<file path="src/rtl/pwm_fade_sequencer.sv">
// Two-channel LED duty sequencer: SET/FADE/BREATHE/OFF commands ramp each duty word by one LSB per step.
// Optional PWM_SEQ_PERIOD_SYNC_EN defers command apply to the next period_tick; otherwise apply is immediate.
module pwm_fade_chan #(
  parameter int PWM_WIDTH = 4
) (
  input  logic                 clk,
  input  logic                 reset_n,
  input  logic                 i_apply,
  input  logic                 i_step,
  input  logic [1:0]           i_mode,
  input  logic [PWM_WIDTH-1:0] i_level,
  output logic [PWM_WIDTH-1:0] o_duty,
  output logic                 o_busy
);
  typedef enum logic [2:0] {ST_IDLE, ST_FADE_UP, ST_FADE_DN, ST_BR_UP, ST_BR_DN} state_t;

  localparam logic [1:0] MODE_SET  = 2'b00;
  localparam logic [1:0] MODE_FADE = 2'b01;
  localparam logic [1:0] MODE_BR   = 2'b10;
  localparam logic [PWM_WIDTH-1:0] DUTY_MAX = '1;

  state_t               r_state, w_nxt_state;
  logic [PWM_WIDTH-1:0] r_duty, w_nxt_duty;
  logic [PWM_WIDTH-1:0] r_lvl, w_nxt_lvl;
  logic [PWM_WIDTH-1:0] w_inc, w_dec;

  // Saturating neighbours of the current duty
  assign w_inc = (r_duty == DUTY_MAX) ? r_duty : r_duty + PWM_WIDTH'(1);
  assign w_dec = (r_duty == '0)       ? r_duty : r_duty - PWM_WIDTH'(1);

  always_ff @(posedge clk or negedge reset_n) begin
    if (!reset_n) begin
      r_state <= ST_IDLE;
      r_duty  <= '0;
      r_lvl   <= '0;
    end else begin
      r_state <= w_nxt_state;
      r_duty  <= w_nxt_duty;
      r_lvl   <= w_nxt_lvl;
    end
  end

  // A command wins over a step landing on the same tick
  always_comb begin
    w_nxt_state = r_state;
    w_nxt_duty  = r_duty;
    w_nxt_lvl   = r_lvl;
    if (i_apply) begin
      case (i_mode)
        MODE_SET: begin
          w_nxt_duty  = i_level;
          w_nxt_state = ST_IDLE;
        end
        MODE_FADE: begin
          w_nxt_lvl = i_level;
          if (r_duty < i_level)      w_nxt_state = ST_FADE_UP;
          else if (r_duty > i_level) w_nxt_state = ST_FADE_DN;
          else                       w_nxt_state = ST_IDLE;
        end
        MODE_BR: begin
          w_nxt_lvl = i_level;
          if (i_level == '0) begin
            w_nxt_duty  = '0;
            w_nxt_state = ST_IDLE;
          end else if (r_duty >= i_level) begin
            w_nxt_state = ST_BR_DN;
          end else begin
            w_nxt_state = ST_BR_UP;
          end
        end
        default: begin
          w_nxt_duty  = '0;
          w_nxt_state = ST_IDLE;
        end
      endcase
    end else if (i_step) begin
      case (r_state)
        ST_FADE_UP: begin
          w_nxt_duty = w_inc;
          if (w_inc >= r_lvl) w_nxt_state = ST_IDLE;
        end
        ST_FADE_DN: begin
          w_nxt_duty = w_dec;
          if (w_dec <= r_lvl) w_nxt_state = ST_IDLE;
        end
        ST_BR_UP: begin
          w_nxt_duty = w_inc;
          if (w_inc >= r_lvl) w_nxt_state = ST_BR_DN;
        end
        ST_BR_DN: begin
          w_nxt_duty = w_dec;
          if (w_dec == '0) w_nxt_state = ST_BR_UP;
        end
        default: ;
      endcase
    end
  end

  assign o_duty = r_duty;
  assign o_busy = (r_state != ST_IDLE);
endmodule

module pwm_fade_sequencer #(
  parameter int PWM_WIDTH = 4,
  parameter int STEP_DIV  = 8,
  parameter int DIV_WIDTH = 8
) (
  input  logic                   clk,
  input  logic                   reset_n,
  input  logic                   period_tick,
  input  logic                   cmd_valid,
  output logic                   cmd_ready,
  input  logic                   cmd_chan,
  input  logic [1:0]             cmd_mode,
  input  logic [PWM_WIDTH-1:0]   cmd_level,
  output logic [2*PWM_WIDTH-1:0] duty_out,
  output logic [1:0]             busy
);
  localparam int NUM_CH = 2;
  localparam logic [DIV_WIDTH-1:0] DIV_LAST = DIV_WIDTH'(STEP_DIV - 1);

  logic                  r_pend_vld;
  logic                  r_pend_chan;
  logic [1:0]            r_pend_mode;
  logic [PWM_WIDTH-1:0]  r_pend_level;
  logic [DIV_WIDTH-1:0]  r_div;
  logic                  w_accept, w_apply, w_step;
  logic [NUM_CH-1:0][PWM_WIDTH-1:0] w_duty;

  assign cmd_ready = !r_pend_vld;
  assign w_accept  = cmd_valid && !r_pend_vld;
`ifdef PWM_SEQ_PERIOD_SYNC_EN
  // Slot is only drained on a period boundary so duty never changes mid-period
  assign w_apply = r_pend_vld && period_tick;
`else
  assign w_apply = r_pend_vld;
`endif

  always_ff @(posedge clk or negedge reset_n) begin
    if (!reset_n) begin
      r_pend_vld   <= 1'b0;
      r_pend_chan  <= 1'b0;
      r_pend_mode  <= 2'b00;
      r_pend_level <= '0;
    end else if (w_accept) begin
      r_pend_vld   <= 1'b1;
      r_pend_chan  <= cmd_chan;
      r_pend_mode  <= cmd_mode;
      r_pend_level <= cmd_level;
    end else if (w_apply) begin
      r_pend_vld   <= 1'b0;
    end
  end

  assign w_step = period_tick && (r_div == DIV_LAST);

  always_ff @(posedge clk or negedge reset_n) begin
    if (!reset_n)         r_div <= '0;
    else if (period_tick) r_div <= w_step ? '0 : r_div + DIV_WIDTH'(1);
  end

  for (genvar g = 0; g < NUM_CH; g++) begin : g_ch
    pwm_fade_chan #(.PWM_WIDTH(PWM_WIDTH)) u_ch (
      .clk     (clk),
      .reset_n (reset_n),
      .i_apply (w_apply && (int'(r_pend_chan) == g)),
      .i_step  (w_step),
      .i_mode  (r_pend_mode),
      .i_level (r_pend_level),
      .o_duty  (w_duty[g]),
      .o_busy  (busy[g])
    );
  end

  assign duty_out = w_duty;
endmodule

</file>
<file path="config.mk">
export PLATFORM = sky130hd
export DESIGN_NAME = pwm_fade_sequencer
export DESIGN_NICKNAME = d
export VERILOG_FILES = /design/src/rtl/pwm_fade_sequencer.sv
export SDC_FILE = /design/constraint.sdc
export NUM_CORES = 1
export LEC_CHECK = 0
export CORE_UTILIZATION = 55
export CTS_BUF_LIST = sky130_fd_sc_hd__clkbuf_2 sky130_fd_sc_hd__clkbuf_4 sky130_fd_sc_hd__clkbuf_8
export DETAILED_ROUTE_END_ITERATION = 10
export GPL_TIMING_DRIVEN = 0
export PLACE_DENSITY = 0.88
export SYNTH_ARGS = -nofsm -noshare
export SYNTH_HDL_FRONTEND = slang
export SYNTH_SLANG_ARGS = --single-unit
</file>
<file path="constraint.sdc">
create_clock -name clk -period 3.8 [get_ports clk]
set_input_delay 1.14 -clock clk [delete_from_list [all_inputs] [get_ports clk]]
set_output_delay 1.14 -clock clk [all_outputs]
set_load 0.1 [all_outputs]
</file>
Yosys cells after proc, flatten, opt, wreduce, memory -nomap -nowiden
Index checks and enable logic that the tools add are counted.
{"block": "classes", "addsub": 5, "magnitude_cmp": 10, "n_bitwise": 1, "n_reduce_logical": 30, "mux": 38, "div": 0, "n_shift": 0, "n_eq_ne": 25, "mul": 0}
{"operator": "two-way mux 3 bit", "count": 18}
{"operator": "two-way mux 4 bit", "count": 9}
{"operator": "!= test 3 x 1 -> 1 bit (second input constant)", "count": 8}
{"operator": "one-hot mux 3 bit (4 select lines)", "count": 2}
{"operator": "logical NOT 4 bit", "count": 5}
{"operator": ">= comparator 4 bit", "count": 4}
{"operator": "one-hot mux 4 bit (2 select lines)", "count": 2}
{"operator": "== test 3 x 2 -> 1 bit (second input constant)", "count": 4}
{"operator": "one-hot mux 3 bit (2 select lines)", "count": 2}
{"operator": "one-hot mux 4 bit (3 select lines)", "count": 1}
{"operator": "AND reduction 6 bit", "count": 2}
{"operator": "nonzero test 3 bit", "count": 4}
{"operator": "nonzero test 5 bit", "count": 2}
{"operator": "OR reduction 2 bit", "count": 5}
{"operator": "adder 4 x 1 -> 4 bit (second input constant)", "count": 2}
{"operator": "adder 8 x 1 -> 8 bit (second input constant)", "count": 1}
{"operator": "== test 4 bit (second input constant)", "count": 2}
{"operator": "== test 8 x 3 -> 1 bit (second input constant)", "count": 1}
{"operator": "> comparator 4 bit", "count": 2}
{"operator": "<= comparator 4 bit", "count": 2}
{"operator": "< comparator 4 bit", "count": 2}
{"operator": "two-way mux 8 bit", "count": 1}
{"operator": "AND reduction 4 bit", "count": 2}
{"operator": "subtractor 4 x 1 -> 4 bit (second input constant)", "count": 2}
{"operator": "other kinds (14)", "count": 24}
{"block": "word_totals", "ramBits": 0, "inputBits": 11, "elab_cells": 120, "memories": 0, "output_inout_bits": 11, "mem_bits_ro": 0, "latchBits": 0, "reg_bits": 38}

Logic depth before layout (Yosys ltp)
{"block": "depth", "ltp_word": 7, "depth_mapped": 14}

Hierarchy
A second synthesis with hierarchy kept.
{"block": "unflattened", "hier_cells": 345, "area_unflattened_um2": 3174.3}
{"mod": "pwm_fade_chan", "area_per_inst_um2": 1247.4, "instances": 2, "cells_each": 147}
{"mod": "pwm_fade_sequencer", "area_per_inst_um2": 679.4, "instances": 1, "cells_each": 51}

Worst setup path after synthesis
Ideal clock, no wire load.
{"block": "synth_path", "kind": "register to register", "startpoint": "register g_ch[0].u_ch.r_duty[0]", "endpoint": "register g_ch[0].u_ch.r_state[2]", "t_arrival_ns": 3.253, "setup_ns": 0.125, "path_buffers": 1, "setup_slack_ns": 0.422, "path_stages_with_launch": 14, "cell_sequence": "dfrtp_1 -> clkbuf_1 -> inv_1 -> ha_1 -> nor3b_1 -> a21oi_1 -> inv_1 -> ha_1 -> nor2b_1 -> o211ai_1 -> a21oi_1 -> nor3_2 -> and2b_2 -> mux2_2"}
{"block": "synth_between", "elab_chain_len": 5, "word_cells_on_any_way": 19}
{"element": "start, declared", "line": "23", "source": "logic [PWM_WIDTH-1:0] r_duty, w_nxt_duty;"}
{"element": "start signal, assigned", "line": "38", "source": "r_duty <= w_nxt_duty;"}
{"element": "adder 4 x 1 -> 4 bit (tied with other cells)", "line": "28", "source": "assign w_inc = (r_duty == DUTY_MAX) ? r_duty : r_duty + PWM_WIDTH'(1);"}
{"element": "two-way mux 4 bit (tied with other cells)", "line": "28"}
{"element": ">= comparator 4 bit (tied with other cells)", "line": "80, 88"}
{"element": "!= test 3 x 1 -> 1 bit (no line) or one-hot mux 3 bit (2 select lines) (tied branches)"}
{"element": "AND reduction 6 bit (no line) or two-way mux 3 bit (tied branches)"}
{"element": "end signal, assigned", "line": "37", "source": "r_state <= w_nxt_state;"}
{"element": "end, declared", "line": "22", "source": "state_t r_state, w_nxt_state;"}
Several ways; a longest one is shown, not always the timed one.
A chain may end at the register's enable or synchronous reset.

Worst setup path after layout
{"block": "layout_path", "startpoint": "register g_ch[1].u_ch.r_state[2]", "endpoint": "output busy[1]"}
{"block": "layout_between", "elab_chain_len": 1}
{"element": "start, declared", "line": "22"}
{"element": "start signal, assigned", "line": "37"}
{"element": "nonzero test 3 bit", "line": "100", "source": "assign o_busy = (r_state != ST_IDLE);"}
{"element": "end, declared", "line": "117", "source": "output logic [1:0] busy"}
Every way passes these cells.

==> results list <==
* Post-detailed-route DRC marker count: 0
* Required time of the critical path: about 2700 ps
- For the worst-skew pair, the clock arrives at the later sink with an insertion delay of between 200 and 300 ps.
- Post-layout minimum cycle time: between 3000 and 4000 ps
- Least setup slack across all paths after layout: approximately 300 ps
* DRC violation total after the first TritonRoute iteration: between 150 and 200
- CTS Buf Count: 5
* Crit path DAT: around 2400 ps
- Number of nets produced by synthesis: between 300 and 400
- Of all flip-flops after synthesis, the portion carrying an async set or reset was 100%.
- CTS Hold Buffers Added: 0
- Crit path cell chain: clkbuf_1, or3_1, buf_4, clkdlybuf4s50_1
- Max Fclk: 0.286 GHz
- Area growth from synthesis to layout: 14.0%
* Most used flip-flop cell after synthesis: dfrtp_1
- The clock drives 38 sinks.
- A synthesized cell averages approximately 9 sq um.
* Total Wirelength: approximately 6200 um
- Number of top-level design ports: 22
* Final Max Tran Viols: 0
- Dominant cell type by area after synthesis: dfrtp_1
- Worst setup skew after layout: roughly 4.8 ps
- VDD sags by at most around 550 uV.
- For this design the ratio of total power to cell area is 917 nW/um^2.
* Area taken by multi-input logic gates: 1770 sq um
- Vias in the first global route: roughly 2,400
* Final design utilization: around 65%
* Number of max-cap violations: 0
- First-pass GRT wire length: between 10,000 and 15,000 um
* Number of fill cells in the layout: 421
- The count of nets left with antenna violations once routing finished came out at 0.
* Sequential share of the synthesized area: roughly 33%
- Standby leakage power: about 1.5 nW
- Final Hold Slack: between 400 and 500 ps
- Slew at the pin closest to its max-slew limit: roughly 970 ps
- The cell area that synthesis handed to floorplanning was just under 3000 sq um.
- The most common cell in the synthesized netlist is dfrtp_1.
- DIE AREA: 5570 sq um
* Layout cells sized above 1: 8.96%
- The finished layout holds approximately 430 standard cells, fillers aside.
- # placed instances: ~420
* CTS tree: yes
- The synthesized design contains 0 enable-type register cells.
- GRT Overall Usage: about 25%
- The H-tree was split into 2 levels.
* Total count of hold-check failures in the final report: 0
- The repair_antennas step left the layout with diodes totalling 0.
- After the last flow step, the layout net total stands at 399.
* Total area of sequential cells: 951 sq um
- RSZ-0062 raised after global routing: no
- The worst setup path is launched from a flop.
- The worst setup path is captured at an output pin.
- Worst Setup Path Type: reg -> out
- Crit path max-delay cell type: clkdlybuf4s50_1
- Leading cell types by total area after synthesis: dfrtp_1 (33%), ha_1 (14%), a21oi_1 (4.1%)
- Per-cell via count in the routed design: between 5 and 6
- Number of distinct library cells after synthesis: 53
- Setup_tns: 0 ps
- Buffers added on ports: 21
- The clock passes through at most 2 buffers.
* Outcome: complete, no violations
* Dpl hpwl: roughly 4700 um
- Initial antenna violation count: 0
* Clock root buffer master: clkbuf_8
- The floorplan step set the die width to roughly 75 um.
- Flip-flop and latch count after synthesis: 38
* RD Place Congestion: a little over 0.9
- Before CTS, the worst setup slack after placement is 538 ps.
- The worst pin sits at a relative slew slack of about a third.
- Placement Rows: 26
* CTS clock-pin slew for the worst setup and hold paths: approximately 70 ps
- Entering global routing, the biggest net connects 39 pins.
* Peak fanout along the critical path: 8
* Count of synthesis-stage warnings from yosys: 0
* Top post-synthesis cells by count: dfrtp_1 (38), ha_1 (32), inv_1 (28), nand2_1 (28)
- Worst Hold Class: reg -> reg
- In the final routed layout, each cell accounts on average for ~15 um.
* Detailed Routing Iterations Pass 1: 5
- In the finished design, the share of the clock period the worst path needs comes to just over 90%.
- The synthesized design devotes to its leading area cell type about a third of total area.
- Die Ht: around 75 um
- Worst stage delay on the critical path: around 950 ps
- Post-CTS setup-driven buffer insertion count: 0
- Setup violations remaining at the end of the flow were counted as 0.
* Overall overflow remaining after global route: 0
- After clock tree synthesis, the repair step resized 0 gates.
* Core Box Area: roughly 5000 sq um
- The final route contains 2,491 vias.
- Initial Utilization: between 50% and 60%
- Synthesis produced 328 cells.
==> worst max-delay path: cells and delay by family (launching register included) <==
| family | cells | cell delay, ps |
|---|---|---|
| AND/OR/NAND/NOR | 1 | 430 |
| buffers and inverters | 3 | 1270 |
| flip-flops | 1 | 360 |
==> metal layers <==
| metal | part of all wire, % | GRT usage (%) |
|---|---|---|
| met5 | 0 | 0 |
| met4 | 1.5 | 8.60 |
| met3 | 5.4 | 3.35 |
| met2 | 48 | 40.5 |
| met1 | 45 | 34.3 |
==> through the flow <==
stage,power [W],instance area (sq um)
after CTS,0.00302,3310
after floorplan,0.00223,2900
final,0.00304,3310
after detailed placement,0.00267,3200
after global routing,0.00329,3310
after global placement,0.00258,3200
==> path summary, 6_finish.rpt <==
path | from | to | slack [ps] | cells after the start
max | g_ch[1].u_ch.r_state[2] | busy[1] | 310 | 4
min | g_ch[0].u_ch.r_lvl[3] | g_ch[0].u_ch.r_lvl[3] | 490 | 2
max reg2reg | g_ch[0].u_ch.o_duty[0] | g_ch[0].u_ch.r_state[2] | 480 | 14
min reg2reg | g_ch[0].u_ch.r_lvl[3] | g_ch[0].u_ch.r_lvl[3] | 490 | 2
max in group asynchronous | reset_n | g_ch[0].u_ch.r_state[1] | 2350 | 1
min in group asynchronous | reset_n | r_div[2] | 940 | 1
==> flip-flops by register name (all words and copies together) (netlist names) <==
register           count
g_ch.u_ch.o_duty       8
g_ch.u_ch.r_lvl        8
g_ch.u_ch.r_state      6
r_div                  8
r_pend_chan            1
r_pend_level           4
r_pend_mode            2
r_pend_vld             1
==> report_power, final <==
part | switching (W) | internal (W) | leakage, nW
Combinational | 0.00121 | 0.000744 | 0.942
Sequential | 0.000185 | 0.000555 | 0.467
Clock | 0.000146 | 0.000195 | 0.0504
==> cell type report <==
type	count	area share, %
repair buffers	21	6.20
inverters	28	3.18
well taps	70	2.65
multi-input cells	249	53.4
clock buffers	5	2.08
flip-flops and latches	38	28.7
clock inverters	3	1.36
plain buffers	13	2.42
==> cell usage in the layout (no fill, tap or decap), types with 2 or more instances in the layout <==
cell             Yosys  layout
clkbuf_1             6       6
nand3_1             10      10
a32oi_1              2       2
buf_6                3       3
ha_1                32      32
and3_1               2       2
or3_1                2       2
nand2_1             28      28
a21oi_1             24      24
xor2_1               3       3
xnor2_1             11      11
a21o_1               4       4
nor2_1              24      24
mux2_2              10      10
dfrtp_1             38      38
o21ai_0             23      23
mux2i_1             11      11
a41oi_1              2       2
nand4_1              5       5
clkbuf_8             0       5
nor3_1               8       8
nor2b_1              6       6
inv_1               28      28
a211oi_1             7       7
nor3b_1              2       2
clkinvlp_4           0       2
buf_2                1       2
nand2b_1             4       4
buf_4                2       2
clkdlybuf4s50_1      0      20
a31oi_1              2       2
o21a_1               4       4
==> kinds of logic (layout without fill, tap and decap cells) <==
logic type | count (synthesis) | in the layout | share of synthesized area [%]
mux | 21 | 21 | 7.67
flops | 38 | 38 | 32.8
buf+inv | 41 | 70 | 6.38
fa+ha+maj | 32 | 32 | 13.8
xor+xnor | 14 | 14 | 4.22
compound gates | 80 | 80 | 17.2
simple gates | 102 | 102 | 17.9
Note: power is estimated with default switching activity, not from simulation.
==> RTL edit (config.mk and constraints unchanged) <==
`PWM_WIDTH` is set to 4 in 2 places; all go to 6.
--- a/src/rtl/pwm_fade_sequencer.sv
+++ b/src/rtl/pwm_fade_sequencer.sv
@@ -1,7 +1,7 @@
 // Two-channel LED duty sequencer: SET/FADE/BREATHE/OFF commands ramp each duty word by one LSB per step.
 // Optional PWM_SEQ_PERIOD_SYNC_EN defers command apply to the next period_tick; otherwise apply is immediate.
 module pwm_fade_chan #(
-  parameter int PWM_WIDTH = 4
+  parameter int PWM_WIDTH = 6
 ) (
   input  logic                 clk,
   input  logic                 reset_n,
@@ -101,7 +101,7 @@
 endmodule
 
 module pwm_fade_sequencer #(
-  parameter int PWM_WIDTH = 4,
+  parameter int PWM_WIDTH = 6,
   parameter int STEP_DIV  = 8,
   parameter int DIV_WIDTH = 8
 ) (
Ports: changed (resized cmd_level and duty_out); port bits go from 22 to 28. The function was not compared with the original's and may differ.
==> RTL edit against the unedited design <==
Routed wire length rose by 56%; global-route usage rose by 2.1 points; first-iteration DRC count rose by 120%; via count rose by 46%; non-clock buffer count rose by 14; worst hold slack improved by 0.0074 ns; sequential cell count rose by 10; setup slack got worse by 0.045 ns; count of clock-buffer cells in the layout did not move; synthesized area rose by 37%; final area rose by 36%.
Power is left out: the tool's default activity adds up to more than one toggle a clock period on the data nets, which glitch-free logic cannot reach.
==> RTL edit: results (changes against the unedited design) <==
* Slowest-stage cell, CP: dfrtp_1
* Gr usage total at 0.270 (+0.0206)
* H-Tree Depth at 2 (unchanged)
* Placed Cells at 587 (+40%)
* Syn_area_per_cell at 8.61 um2 (-2.7%)
* Slew margin rel. at 0.352 (-0.000719)
* Number of diodes at 0 (unchanged)
* Ys async rst share at 1.00 (unchanged)
* Initial antenna violation count at 0 (unchanged)
* Number of global-route vias before repair at 3361 (+42%)
* Share of cells above drive strength 1 at 0.0882 (-0.00146)
* Synth cell types at 59 (+11%)
* Main synth FF type: dfrtp_1
* Post-synthesis xor/xnor area fraction at 0.0373 (-0.00490)
* Synth Area in Compound Gates at 0.164 (-0.00831)
* Most common library cells after synthesis: dfrtp_1 (48), ha_1 (46), nand2_1 (44)
* Multiplexer share of the synthesized area at 0.0715 (-0.00518)
* Drt wl/cell at 16.3 um (+12%)
* YS warnings at 0 (unchanged)
* Initial drt markers at 381 (+120%)
* Vias per cell at 6.10 (+4.5%)
* Final Max Tran Viols at 0 (unchanged)
* I/O Buffers at 27 (+29%)
* Post-synthesis sequential area ratio at 0.301 (-0.0264)
* Largest net degree at the start of global routing at 41 (+5.1%)
* Status: completed
* Root buffer cell: clkbuf_8
* Min-Delay Path Class: flip-flop to flip-flop
* GP Congestion at 1.01 (+11%)
* Post-Synth Adder-Cell Area at 0.144 (+0.00641)
* Top post-synthesis cells by area: dfrtp_1 (30%), ha_1 (14%), nand2_1 (4.1%)
* HPWL after DPL at 7630 um (+62%)
* Worst skew pair latency at 0.30 ns
* NumNets Final at 557 (+40%)
* First-pass GRT wire length at 15900 um (+50%)
* Clock-pin slew on the worst setup and hold paths at 0.09 ns (+0.02 ns)
* Family with the most delay on the worst path: simple AND/OR/NAND/NOR gates
* CTS buffer count at 5 (unchanged)
* Syn Nets at 522 (+41%)
* Post-Layout Cell Count at 595 (+39%)
* Max FO, Critical Path at 8 (unchanged)
* Clock buffer depth at 2 (unchanged)
* Skew final at 0.00486 ns (+0.0000756 ns)
* DP Area at 4390 um2 (+37%)
* Pre-CTS WS at 0.278 ns (-0.260 ns)
* Worst EP arrival at 3.76 ns (+1.41 ns)
* Max incr delay on CP at 0.49 ns (-0.46 ns)
==> RTL edit: layer usage <==
layer / GRT usage / vias up / routed length, um
li1: - / 1728 / -
met1: 0.375 / 1732 / 4270
met2: 0.440 / 148 / 4630
met3: 0.0455 / 19 / 676
met4: 0.0656 / 0 / 123
met5: 0 / - / 0
==> RTL edit: final timing paths <==
kind,startpoint,endpoint,slack (ns),cells past startpoint
min,g_ch[0].u_ch.r_lvl[5],g_ch[0].u_ch.r_lvl[5],0.49,2
max in group asynchronous,reset_n,g_ch[0].u_ch.o_duty[4],2.62,2
min in group asynchronous,reset_n,r_div[4],0.69,1
min reg2reg,g_ch[0].u_ch.r_lvl[5],g_ch[0].u_ch.r_lvl[5],0.49,2
max,g_ch[0].u_ch.o_duty[0],g_ch[0].u_ch.r_state[1],0.26,12
max reg2reg,g_ch[0].u_ch.o_duty[0],g_ch[0].u_ch.r_state[1],0.26,12
==> RTL edit: timing repair <==
action                     4_1_cts  5_1_grt
setup endpoints to repair        0        1
hold endpoints to repair         0        0
resized for setup                0        1
==> RTL edit: area by class of cell <==
type	instances	area (um2)
multi-input combinational	357	2540
fill	571	2400
sequential	48	1200
timing repair buffer	28	285
inverter	38	143
tap	96	120
buffer	20	103
clock buffer	5	68.8
clock inverter	3	42.5
==> RTL edit: tightest hold or removal path, cell delays in order, from the launching register on <==
cell and delay (ns):
dfrtp_1 0.35, nand2_1 0.05, o21ai_0 0.06
